`src/rtl/spi_slave_scheduler_if.sv`:
```
// Client/engine-side bundle of the SPI slave scheduler.
// master = scheduler, slave = clients and shift engine.
interface spi_slave_scheduler_if #(
    parameter int CODE_SIZE = 2
);
    logic                 req_lev;
    logic                 req_stage;
    logic                 spi_done;
    logic [CODE_SIZE-1:0] SPI_Code;
    logic                 spi_start;
    logic                 done_lev;
    logic                 done_stage;
    logic                 err_timeout;
    logic                 busy;

    modport master (
        input  req_lev,
        input  req_stage,
        input  spi_done,
        output SPI_Code,
        output spi_start,
        output done_lev,
        output done_stage,
        output err_timeout,
        output busy
    );

    modport slave (
        output req_lev,
        output req_stage,
        output spi_done,
        input  SPI_Code,
        input  spi_start,
        input  done_lev,
        input  done_stage,
        input  err_timeout,
        input  busy
    );
endinterface

```
`src/rtl/spi_slave_scheduler.sv`:
```
// Round-robin scheduler sharing one SPI shift engine between lev and stage.
// Sequence: select code, setup hold, start pulse, transfer, guard gap.
module spi_slave_scheduler #(
    parameter int CODE_SIZE      = 2,
    parameter int SETUP_CYCLES   = 2,
    parameter int GUARD_CYCLES   = 3,
    parameter int TIMEOUT_CYCLES = 1024
) (
    input  logic                         clk,
    input  logic                         rst,
    spi_slave_scheduler_if.master        bus
);
    localparam int MAX_SG = (SETUP_CYCLES > GUARD_CYCLES) ?
                            SETUP_CYCLES : GUARD_CYCLES;
    localparam int MAXC   = (TIMEOUT_CYCLES > MAX_SG) ?
                            TIMEOUT_CYCLES : MAX_SG;
    localparam int CW     = $clog2(MAXC);

    localparam logic [CW-1:0] SETUP_LAST = CW'(SETUP_CYCLES - 1);
    localparam logic [CW-1:0] GUARD_LAST = CW'(GUARD_CYCLES - 1);
    localparam logic [CW-1:0] TO_LAST    = CW'(TIMEOUT_CYCLES - 1);

    localparam logic [CODE_SIZE-1:0] CODE_NONE  = '0;
    localparam logic [CODE_SIZE-1:0] CODE_LEV   = CODE_SIZE'(1);
    localparam logic [CODE_SIZE-1:0] CODE_STAGE = CODE_SIZE'(2);

    typedef enum logic [2:0] {
        IDLE,
        SETUP,
        START,
        XFER,
        GUARD
    } state_t;

    state_t               state_q, state_d;
    logic [CW-1:0]        cnt_q, cnt_d;
    logic                 owner_q, owner_d;
    logic                 fav_stage_q, fav_stage_d;
    logic [CODE_SIZE-1:0] code_q, code_d;
    logic                 start_q, start_d;
    logic                 dlev_q, dlev_d;
    logic                 dstg_q, dstg_d;
    logic                 err_q, err_d;
    logic                 busy_q, busy_d;
    logic                 grant_stage;

    always_ff @(posedge clk) begin
        if (rst) begin
            state_q     <= IDLE;
            cnt_q       <= '0;
            owner_q     <= 1'b0;
            fav_stage_q <= 1'b0;
            code_q      <= CODE_NONE;
            start_q     <= 1'b0;
            dlev_q      <= 1'b0;
            dstg_q      <= 1'b0;
            err_q       <= 1'b0;
            busy_q      <= 1'b0;
        end else begin
            state_q     <= state_d;
            cnt_q       <= cnt_d;
            owner_q     <= owner_d;
            fav_stage_q <= fav_stage_d;
            code_q      <= code_d;
            start_q     <= start_d;
            dlev_q      <= dlev_d;
            dstg_q      <= dstg_d;
            err_q       <= err_d;
            busy_q      <= busy_d;
        end
    end

    // owner_q: 1 = stage; fav_stage_q: stage wins a tie
    always_comb begin
        state_d     = state_q;
        cnt_d       = cnt_q;
        owner_d     = owner_q;
        fav_stage_d = fav_stage_q;
        code_d      = code_q;
        start_d     = 1'b0;
        dlev_d      = 1'b0;
        dstg_d      = 1'b0;
        err_d       = 1'b0;
        grant_stage = bus.req_stage &
                      (~bus.req_lev | fav_stage_q);

        unique case (state_q)
            IDLE: begin
                if (bus.req_lev || bus.req_stage) begin
                    state_d = SETUP;
                    cnt_d   = '0;
                    owner_d = grant_stage;
                    code_d  = grant_stage ? CODE_STAGE : CODE_LEV;
                end
            end
            SETUP: begin
                if (cnt_q == SETUP_LAST) begin
                    state_d = START;
                    cnt_d   = '0;
                    start_d = 1'b1;
                end else begin
                    cnt_d = cnt_q + CW'(1);
                end
            end
            START: begin
                state_d = XFER;
                cnt_d   = '0;
            end
            XFER: begin
                if (bus.spi_done || cnt_q == TO_LAST) begin
                    state_d     = GUARD;
                    cnt_d       = '0;
                    code_d      = CODE_NONE;
                    fav_stage_d = ~owner_q;
                    dlev_d      = bus.spi_done & ~owner_q;
                    dstg_d      = bus.spi_done & owner_q;
                    err_d       = ~bus.spi_done;
                end else begin
                    cnt_d = cnt_q + CW'(1);
                end
            end
            GUARD: begin
                if (cnt_q == GUARD_LAST) begin
                    state_d = IDLE;
                    cnt_d   = '0;
                end else begin
                    cnt_d = cnt_q + CW'(1);
                end
            end
            default: begin
                state_d = IDLE;
                cnt_d   = '0;
                code_d  = CODE_NONE;
            end
        endcase

        busy_d = (state_d != IDLE);
    end

    assign bus.SPI_Code    = code_q;
    assign bus.spi_start   = start_q;
    assign bus.done_lev    = dlev_q;
    assign bus.done_stage  = dstg_q;
    assign bus.err_timeout = err_q;
    assign bus.busy        = busy_q;
endmodule

```
`src/flat_wrapper.sv`:
```
// flat-port wrapper written by rule: the top's interface ports become plain ports
module spi_slave_scheduler_flat 
#(
    parameter int CODE_SIZE      = 2,
    parameter int SETUP_CYCLES   = 2,
    parameter int GUARD_CYCLES   = 3,
    parameter int TIMEOUT_CYCLES = 1024
)
  (clk, rst, bus_req_lev, bus_req_stage, bus_spi_done, bus_SPI_Code, bus_spi_start, bus_done_lev, bus_done_stage, bus_err_timeout, bus_busy);
  spi_slave_scheduler_if #(.CODE_SIZE(CODE_SIZE)) bus_i ();
  input  logic clk;
  input  logic rst;
  input wire logic [$bits(bus_i.req_lev)-1:0] bus_req_lev;
  input wire logic [$bits(bus_i.req_stage)-1:0] bus_req_stage;
  input wire logic [$bits(bus_i.spi_done)-1:0] bus_spi_done;
  output wire logic [$bits(bus_i.SPI_Code)-1:0] bus_SPI_Code;
  output wire logic [$bits(bus_i.spi_start)-1:0] bus_spi_start;
  output wire logic [$bits(bus_i.done_lev)-1:0] bus_done_lev;
  output wire logic [$bits(bus_i.done_stage)-1:0] bus_done_stage;
  output wire logic [$bits(bus_i.err_timeout)-1:0] bus_err_timeout;
  output wire logic [$bits(bus_i.busy)-1:0] bus_busy;
  assign bus_i.req_lev = bus_req_lev;
  assign bus_i.req_stage = bus_req_stage;
  assign bus_i.spi_done = bus_spi_done;
  assign bus_SPI_Code = bus_i.SPI_Code;
  assign bus_spi_start = bus_i.spi_start;
  assign bus_done_lev = bus_i.done_lev;
  assign bus_done_stage = bus_i.done_stage;
  assign bus_err_timeout = bus_i.err_timeout;
  assign bus_busy = bus_i.busy;
  spi_slave_scheduler #(.CODE_SIZE(CODE_SIZE), .SETUP_CYCLES(SETUP_CYCLES), .GUARD_CYCLES(GUARD_CYCLES), .TIMEOUT_CYCLES(TIMEOUT_CYCLES)) u_core (.clk(clk), .rst(rst), .bus(bus_i));
endmodule
```
`config.mk`:
```
export PLATFORM = sky130hd
export DESIGN_NAME = spi_slave_scheduler_flat
export DESIGN_NICKNAME = d
export VERILOG_FILES = /design/src/rtl/spi_slave_scheduler_if.sv /design/src/rtl/spi_slave_scheduler.sv /design/src/flat_wrapper.sv
export SDC_FILE = /design/constraint.sdc
export NUM_CORES = 1
export LEC_CHECK = 0
export CORE_UTILIZATION = 35
export DETAILED_ROUTE_END_ITERATION = 6
export DONT_BUFFER_PORTS = 1
export PLACE_DENSITY_LB_ADDON = 0.05
export SETUP_SLACK_MARGIN = 0.3
export SYNTH_ARGS = -nofsm -noshare
export SYNTH_HDL_FRONTEND = slang
export SYNTH_SLANG_ARGS = --single-unit
```
`constraint.sdc`:
```
create_clock -name clk -period 5.7 [get_ports clk]
set_input_delay 0.57 -clock clk [delete_from_list [all_inputs] [get_ports clk]]
set_output_delay 0.57 -clock clk [all_outputs]
set_load 0.01 [all_outputs]
```
Word level (Yosys, flattened, before mapping)
Index checks and enable logic that the tools add are counted.
{"block": "word_totals", "ff_bits": 22, "output_inout_bits": 7, "word_cells": 56}
{"block": "classes", "n_addsub": 1, "n_eq_ne": 9, "n_mux": 15, "n_bitwise": 11, "n_reduce_logical": 10}
{"operator": "10-bit two-way mux", "n": 4}
{"operator": "10-bit one-hot mux with 4 select lines", "n": 1}
{"operator": "3-bit one-hot mux with 5 select lines", "n": 1}
{"operator": "3-bit two-way mux", "n": 4}
{"operator": "10-bit by 1-bit adder with 10-bit output (second input constant)", "n": 1}
{"operator": "10-bit by 1-bit == test with 1-bit output (second input constant)", "n": 1}
{"operator": "10-bit == test (second input constant)", "n": 1}
{"operator": "10-bit by 2-bit == test with 1-bit output (second input constant)", "n": 1}
{"operator": "1-bit inverter", "n": 7}
{"operator": "3-bit by 2-bit == test with 1-bit output (second input constant)", "n": 2}
{"operator": "2-bit two-way mux", "n": 3}
{"operator": "2-bit one-hot mux with 3 select lines", "n": 1}
{"operator": "3-bit OR reduction", "n": 2}
{"operator": "2-bit by 1-bit inequality test with 1-bit output (second input constant)", "n": 2}
{"operator": "2-bit AND reduction", "n": 2}
{"operator": "1-bit bitwise AND", "n": 3}
{"operator": "3-bit by 1-bit == test with 1-bit output (second input constant)", "n": 1}
{"operator": "3-bit == test (second input constant)", "n": 1}
{"operator": "3-bit zero test", "n": 1}
{"operator": "3-bit AND reduction", "n": 1}
{"operator": "3-bit nonzero test", "n": 1}
{"operator": "1-bit logical OR", "n": 2}
{"operator": "2-bit OR reduction", "n": 1}
{"operator": "1-bit two-way mux", "n": 1}
{"operator": "1-bit OR", "n": 1}

Logic depth before layout (Yosys ltp)
Gate-level depths: netlist of the first run.
{"block": "logic_depth", "ltp_word": 6, "depth_mapped": 8, "mapped_depth_nobuf": 7}

Least setup slack after synthesis of the first run
Ideal clock, no wire load.
{"block": "synth_timing", "path_type": "register -> register", "startpoint": "reg u_core.cnt_q[5]", "endpoint": "reg u_core.cnt_q[6]", "setup_ps": 117, "arrival_ps": 1806, "required_time_ps": 5583, "path_slack_ps": 3778, "path_stages_with_launch": 7, "path_buffers": 1, "synth_period_minus_slack_ps": 1922, "cell_sequence": "dfxtp_1 or4_4 a2111oi_4 a221oi_2 buf_6 a21o_1 a22o_1"}
{"block": "synth_between", "elab_chain_cells": 4, "elab_cells_between_ends": 9}
{"item": "start, declared", "line_no": "spi_slave_scheduler.sv:36", "rtl": "logic [CW-1:0] cnt_q, cnt_d;"}
{"item": "start signal, assigned", "line_no": "spi_slave_scheduler.sv:61", "rtl": "cnt_q <= cnt_d;"}
{"item": "parallel branches: the longest is 3 deep, another holds 10-bit by 1-bit adder with 10-bit output"}
{"item": "10-bit one-hot mux with 4 select lines (*)", "line_no": "spi_slave_scheduler.sv:87", "rtl": "unique case (state_q)"}
Every way passes the cells marked *.
A chain may end at the register's enable or synchronous reset.

Final worst setup path of the first run
{"block": "layout_timing", "startpoint": "reg u_core.cnt_q[0]", "endpoint": "reg u_core.cnt_q[3]"}
The elaborated chain is that of the path after synthesis.

==> results of run 1 <==
worst paths after layout:
kind | startpoint | end | slack [ps] | cells past startpoint
max reg2reg | u_core.cnt_q[0] | u_core.cnt_q[3] | 3440 | 6
min | rst | u_core.cnt_q[1] | 300 | 1
max | u_core.cnt_q[0] | u_core.cnt_q[3] | 3440 | 6
min reg2reg | u_core.owner_q | u_core.bus.done_lev | 430 | 1
cells in the mapped netlist (3+ instances only):
cell,n
o211ai_1,3
ha_1,3
o21ai_0,4
nor2b_1,3
nor2_1,12
nor3_1,3
dfxtp_1,22
nand3_1,7
nor3b_1,3
a21oi_1,6
nand2_1,16
inv_1,8
a211oi_1,3
where the power goes:
group	internal, mW	switching, mW	leakage [nW]	total, mW
Combinational	0.0181	0.0223	0.232	0.0405
Sequential	0.159	0.00699	0.178	0.166
Clock	0.0711	0.0501	0.0279	0.121
Total	0.248	0.0794	0.439	0.328
final cells by class:
type,count,share of cell area (%)
clock buffer,3,1.85
clock inverter,1,2.47
inverter,8,2.47
multi-input combinational,99,52.5
sequential,22,36.2
tap,44,4.52
through the flow:
| stage | power [mW] | area [µm²] | util, % |
|---|---|---|---|
| floorplan | 0.205 | 1140 | - |
| global placement | 0.210 | 1160 | 37.8 |
| detailed placement | 0.210 | 1160 | 37.8 |
| CTS | 0.333 | 1220 | 39.6 |
| global route | 0.346 | 1220 | 39.6 |
| finish | 0.328 | 1220 | 39.6 |
logic make-up (layout without fill, tap and decap cells):
group	Yosys count	after routing
adders and majority gates	3	3
muxes	2	2
AOI/OAI and AO/OA	32	32
DFF	22	22
buffers and inverters	13	12
and+or+nand+nor	61	61
xor gates and xnor gates	1	1
state kept, by name, summed over array words and instances (netlist names):
signal	cells
u_core.bus.done_stage	1
u_core.bus.SPI_Code	2
u_core.fav_stage_q	1
u_core.bus.err_timeout	1
u_core.state_q	3
u_core.bus.done_lev	1
u_core.cnt_q	10
u_core.bus.spi_start	1
u_core.owner_q	1
u_core.bus.busy	1
worst max-delay path, cell delays in order, from the launching register on:
cell	delay [ps]
dfxtp_1	400
inv_1	80
ha_1	210
or3b_2	500
a221oi_2	670
a21o_2	230
a22o_2	120
routing by layer:
| metal | up-vias | track usage, % | part of all wire, % |
|---|---|---|---|
| met2 | 19 | 25.3 | 48 |
| met3 | 4 | 4.37 | 4.5 |
| met4 | 0 | 6.80 | 1.2 |
| met1 | 455 | 19.9 | 46 |
| met5 | - | 0 | 0 |
| li1 | 481 | - | - |
==> results.sh, run 1 <==
export IMPL_die_h_um=59.0
export IMPL_ys_flop_type="dfxtp_1"
export IMPL_wl_per_cell_um=14.0
export IMPL_cts_tree="yes"
export IMPL_grt_use_total_pct=15.8
export IMPL_synth_fp_nets=142
export IMPL_routed_via_density=5.42
export IMPL_mappedNetlistArea_um2=1140
export IMPL_grt_max_degree=17
export IMPL_yosys_area_top_type_share_pct=38.7
export IMPL_maxCapViolations=0
export IMPL_setup_tns_ps=0
export IMPL_min_period_ps=2260
export IMPL_synth_edf_count=0
export IMPL_hold_viol=0
export IMPL_cp_end_kind="register"
export IMPL_register_area_um2=440
export IMPL_stdcell_count=177
export IMPL_ys_warn_count=0
export IMPL_max_vdd_ir_drop_uv=103
export IMPL_hold_path_class="in -> reg"
export IMPL_multi_input_area_um2=639
export IMPL_die_area_um2=3490
export IMPL_fin_skew_ps=9.32
export IMPL_synthAdderAreaFrac_pct=3.30
export IMPL_synth_compound_area_share_pct=22.0
export IMPL_cp_start_kind="register"
export IMPL_setup_viol=0
export IMPL_start_util_pct=37.0
export IMPL_ant_nets=0
export IMPL_ys_ff_latch=22
export IMPL_required_ps=5960
export IMPL_ioPinCount=12
export IMPL_die_w_um=59.0
export IMPL_cts_hold_buf=0
export IMPL_outcome="completed"
export IMPL_rows=20
export IMPL_yosysTopAreaCell="dfxtp_1"
export IMPL_cp_max_fo=11
export IMPL_place_ws_ps=3470
export IMPL_synth_xor_xnor_area_share_pct=0.769
export IMPL_drc=0
export IMPL_muxShareOfSynthArea_pct=1.87
export IMPL_ys_types=43
export IMPL_place_congestion=0.730
export IMPL_slew_violations=0
export IMPL_yosysSeqAreaShare_pct=38.7
export IMPL_finalCritPeriodShare_pct=39.6
export IMPL_p_leak_nw=0.439
export IMPL_port_buffers=0
export IMPL_numCtsBuffers=3
export IMPL_numClockSinks=22
export IMPL_clk_insertion_delay_late_ps=310
export IMPL_power_density_nw_per_um2=269
export IMPL_root_buffer="clkbuf_4"
export IMPL_rsz0062_at_grt="no"
export IMPL_drt_total_wl_um=2470
export IMPL_antenna_found_initial=0
export IMPL_drtPass1Iterations=5
export IMPL_design_core_area_um2=3080
export IMPL_syn_area_per_cell_um2=8.50
export IMPL_slew_headroom_pct=50.8
export IMPL_synthCells=134
export IMPL_synth_simple_area_share_pct=28.2
export IMPL_dp_cells=173
export IMPL_finalWorstSetupSlack_ps=3440
export IMPL_htreeDepth=1
export IMPL_globalRouteOverflowTotal=0
export IMPL_layout_drive_gt1_share_pct=12.0
export IMPL_cts_buffer_depth=2
export IMPL_drt_initial_drc_count=45
export IMPL_worstMarginPinSlew_ps=738
export IMPL_grt_pass1_wl_um=4130
export IMPL_num_vias=959
export IMPL_fill_cells=328
export IMPL_ys_top_cells_by_area="dfxtp_1, nand2_1, nor2_1"
export IMPL_final_cell_mix="dfxtp_1, nand2_1, nor2_1"
export IMPL_cts_resized_gates=0
export IMPL_cts_setup_buffers=0
export IMPL_cp_arrival_ps=2520
export IMPL_synth_top_family_by_area="simple AND/OR/NAND/NOR gates"
export IMPL_clkTransAtPathRegs_ps=130
export IMPL_critical_path_class="reg -> reg"
export IMPL_dp_hpwl_um=1850
export IMPL_fmax_mhz=443
export IMPL_final_nets=142
export IMPL_ys_async_sr_fraction_pct=0
export IMPL_whs_ps=302
export IMPL_final_common_cell="dfxtp_1"
export IMPL_antenna_cells=0
export IMPL_grt_pass1_vias=927
export IMPL_synthToLayoutAreaGrowth_pct=6.92
Note: power is estimated with default switching activity, not from simulation.
==> run 2, diff against run 1 <==
==> constraint.sdc (replaced) <==
create_clock -name clk -period 1.9 [get_ports clk]
set_input_delay 0.19 -clock clk [delete_from_list [all_inputs] [get_ports clk]]
set_output_delay 0.19 -clock clk [all_outputs]
set_load 0.01 [all_outputs]
==> run 2 against run 1 <==
Effect of this change: final cell count increased by 15%; critical endpoint unchanged; the run now ends with negative setup slack left; fmax grew 11%; largest power group unchanged; utilization up 9.6 points; count of clock-buffer cells in the layout increased by 1; sequential cell count stayed put; sequential power increased to 3.0 times the previous value; sequential share of layout area is 6.5 points lower; largest cell class unchanged.
==> results.sh, run 2 (same netlist as run 1, synthesis figures left out) <==
export IMPL_outcome="finished, violations left"
export IMPL_violations="negative setup slack"
export IMPL_utilization_pct=49.1
export IMPL_cts_buffer_depth=2
export IMPL_ioPinCount=12
export IMPL_place_congestion=0.770
export IMPL_wl_per_cell_um=13.1
export IMPL_htreeDepth=1
export IMPL_critPathBufInv=1
export IMPL_setup_tns_ps=-442
export IMPL_globalRouteOverflowTotal=0
export IMPL_slew_headroom_pct=70.7
export IMPL_dp_hpwl_um=1980
export IMPL_met2_length_um=1320
export IMPL_cp_end_kind="register"
export IMPL_required_ps=2120
export IMPL_design_core_area_um2=3080
export IMPL_finalCritPeriodShare_pct=107
export IMPL_drtPass1Iterations=4
export IMPL_cp_start_kind="register"
export IMPL_slowest_stage="or4_4"
export IMPL_die_area_um2=3490
export IMPL_start_util_pct=37.0
export IMPL_finalWorstSetupSlack_ps=-138
export IMPL_largest_register_ffs=10
export IMPL_layout_drive_gt1_share_pct=38.8
export IMPL_rsz0062_at_grt="yes"
export IMPL_min_period_ps=2040
export IMPL_hold_viol=0
export IMPL_regMostFlops="u_core.cnt_q"
export IMPL_clkTransAtPathRegs_ps=120
export IMPL_place_ws_ps=-151
export IMPL_power_density_nw_per_um2=623
export IMPL_fmax_mhz=491
export IMPL_critical_path_class="reg -> reg"
export IMPL_met3WireLength_um=59
export IMPL_grt_pass1_vias=1060
export IMPL_antenna_cells=0
export IMPL_p_leak_nw=0.587
export IMPL_cp_arrival_ps=2250
export IMPL_drc=0
export IMPL_antenna_found_initial=0
export IMPL_topRoutingLayerUsed="met4"
export IMPL_hold_path_class="in -> reg"
export IMPL_drt_initial_drc_count=49
export IMPL_routed_via_density=5.01
export IMPL_worstMarginPinSlew_ps=439
export IMPL_final_common_cell="buf_4"
export IMPL_max_vdd_ir_drop_uv=198
export IMPL_cp_max_fo=8
export IMPL_final_cell_mix="buf_4, nand2_1, dfxtp_1"
export IMPL_slowest_delay_ps=560
export IMPL_fin_skew_ps=4.71
export IMPL_port_buffers=0
export IMPL_numCtsBuffers=3
export IMPL_die_w_um=59.0
export IMPL_drt_total_wl_um=2680
export IMPL_grt_pass1_wl_um=4800
export IMPL_numClockSinks=22
export IMPL_grt_max_degree=13
export IMPL_maxCapViolations=0
export IMPL_synthToLayoutAreaGrowth_pct=32.9
export IMPL_ant_nets=0
export IMPL_final_nets=169
export IMPL_wl_met1_um=1270
export IMPL_clk_insertion_delay_late_ps=310
export IMPL_path_cells="or4_4 -> a2111oi_4 -> a221oi_2 -> buf_4 -> a21o_2 -> a22o_2"
export IMPL_grt_use_total_pct=18.4
export IMPL_root_buffer="clkbuf_4"
export IMPL_whs_ps=30.6
export IMPL_die_h_um=59.0
export IMPL_rows=20
export IMPL_cts_tree="yes"
export IMPL_num_vias=1022
export IMPL_total_power_mw=0.943
export IMPL_slew_violations=0
export IMPL_critical_path_top_delay_family="compound AO/OA/AOI/OAI gates"
export IMPL_setup_viol=7
## run 2: power breakdown
group / leakage (nW) / switching, mW / internal [mW]
clock network: 0.0210 / 0.140 / 0.117
registers: 0.182 / 0.0130 / 0.478
logic: 0.384 / 0.0968 / 0.0979
## run 2: path summary, 6_finish.rpt
check	depth (start not counted)	slack, ps	to	start
setup reg to reg	6	-140	u_core.cnt_q[3]	u_core.cnt_q[8]
setup / recovery	6	-140	u_core.cnt_q[3]	u_core.cnt_q[8]
hold / removal	2	30	u_core.bus.SPI_Code[0]	bus_req_lev
hold reg to reg	1	440	u_core.bus.done_lev	u_core.owner_q
## run 2: cell type report
type | instances | area, µm²
Clock buffer | 4 | 36.3
Fill cell | 313 | 1570
Inverter | 8 | 30.0
Multi-Input combinational cell | 99 | 723
Sequential cell | 22 | 449
Tap cell | 44 | 55.1
Timing Repair Buffer | 27 | 219
## run 2: per-layer routing
layer / vias to the layer above / track usage, %
met5: - / 0
li1: 532 / -
met4: 0 / 6.12
met3: 5 / 2.62
met1: 473 / 24.2
met2: 12 / 31.0
## run 2: repair_timing
action                                  4_1_cts  5_1_grt
gates resized for setup                      15        9
pin swaps                                    11        4
hold buffers                                  2        0
hold endpoints to repair                      9        0
endpoints found under the setup margin       18       20
setup buffers                                 4        0
## run 2: stage by stage
stage	instance area (µm²)	cells
after floorplan	1150	134
after global placement	1340	194
after detailed placement	1340	194
after CTS	1490	204
after global routing	1510	204
final	1510	204
==> run 3, diff against run 2 <==
--- a/config.mk
+++ b/config.mk
@@ -5,6 +5,8 @@
 export SDC_FILE = /design/constraint.sdc
 export NUM_CORES = 1
 export LEC_CHECK = 0
+export ABC_CLOCK_PERIOD_IN_PS = 1900
+export CORE_MARGIN = 1
 export CORE_UTILIZATION = 35
 export DETAILED_ROUTE_END_ITERATION = 6
 export DONT_BUFFER_PORTS = 1
==> results of run 3 <==
The final DEF is identical to that of run 2; final timing and power are the same.
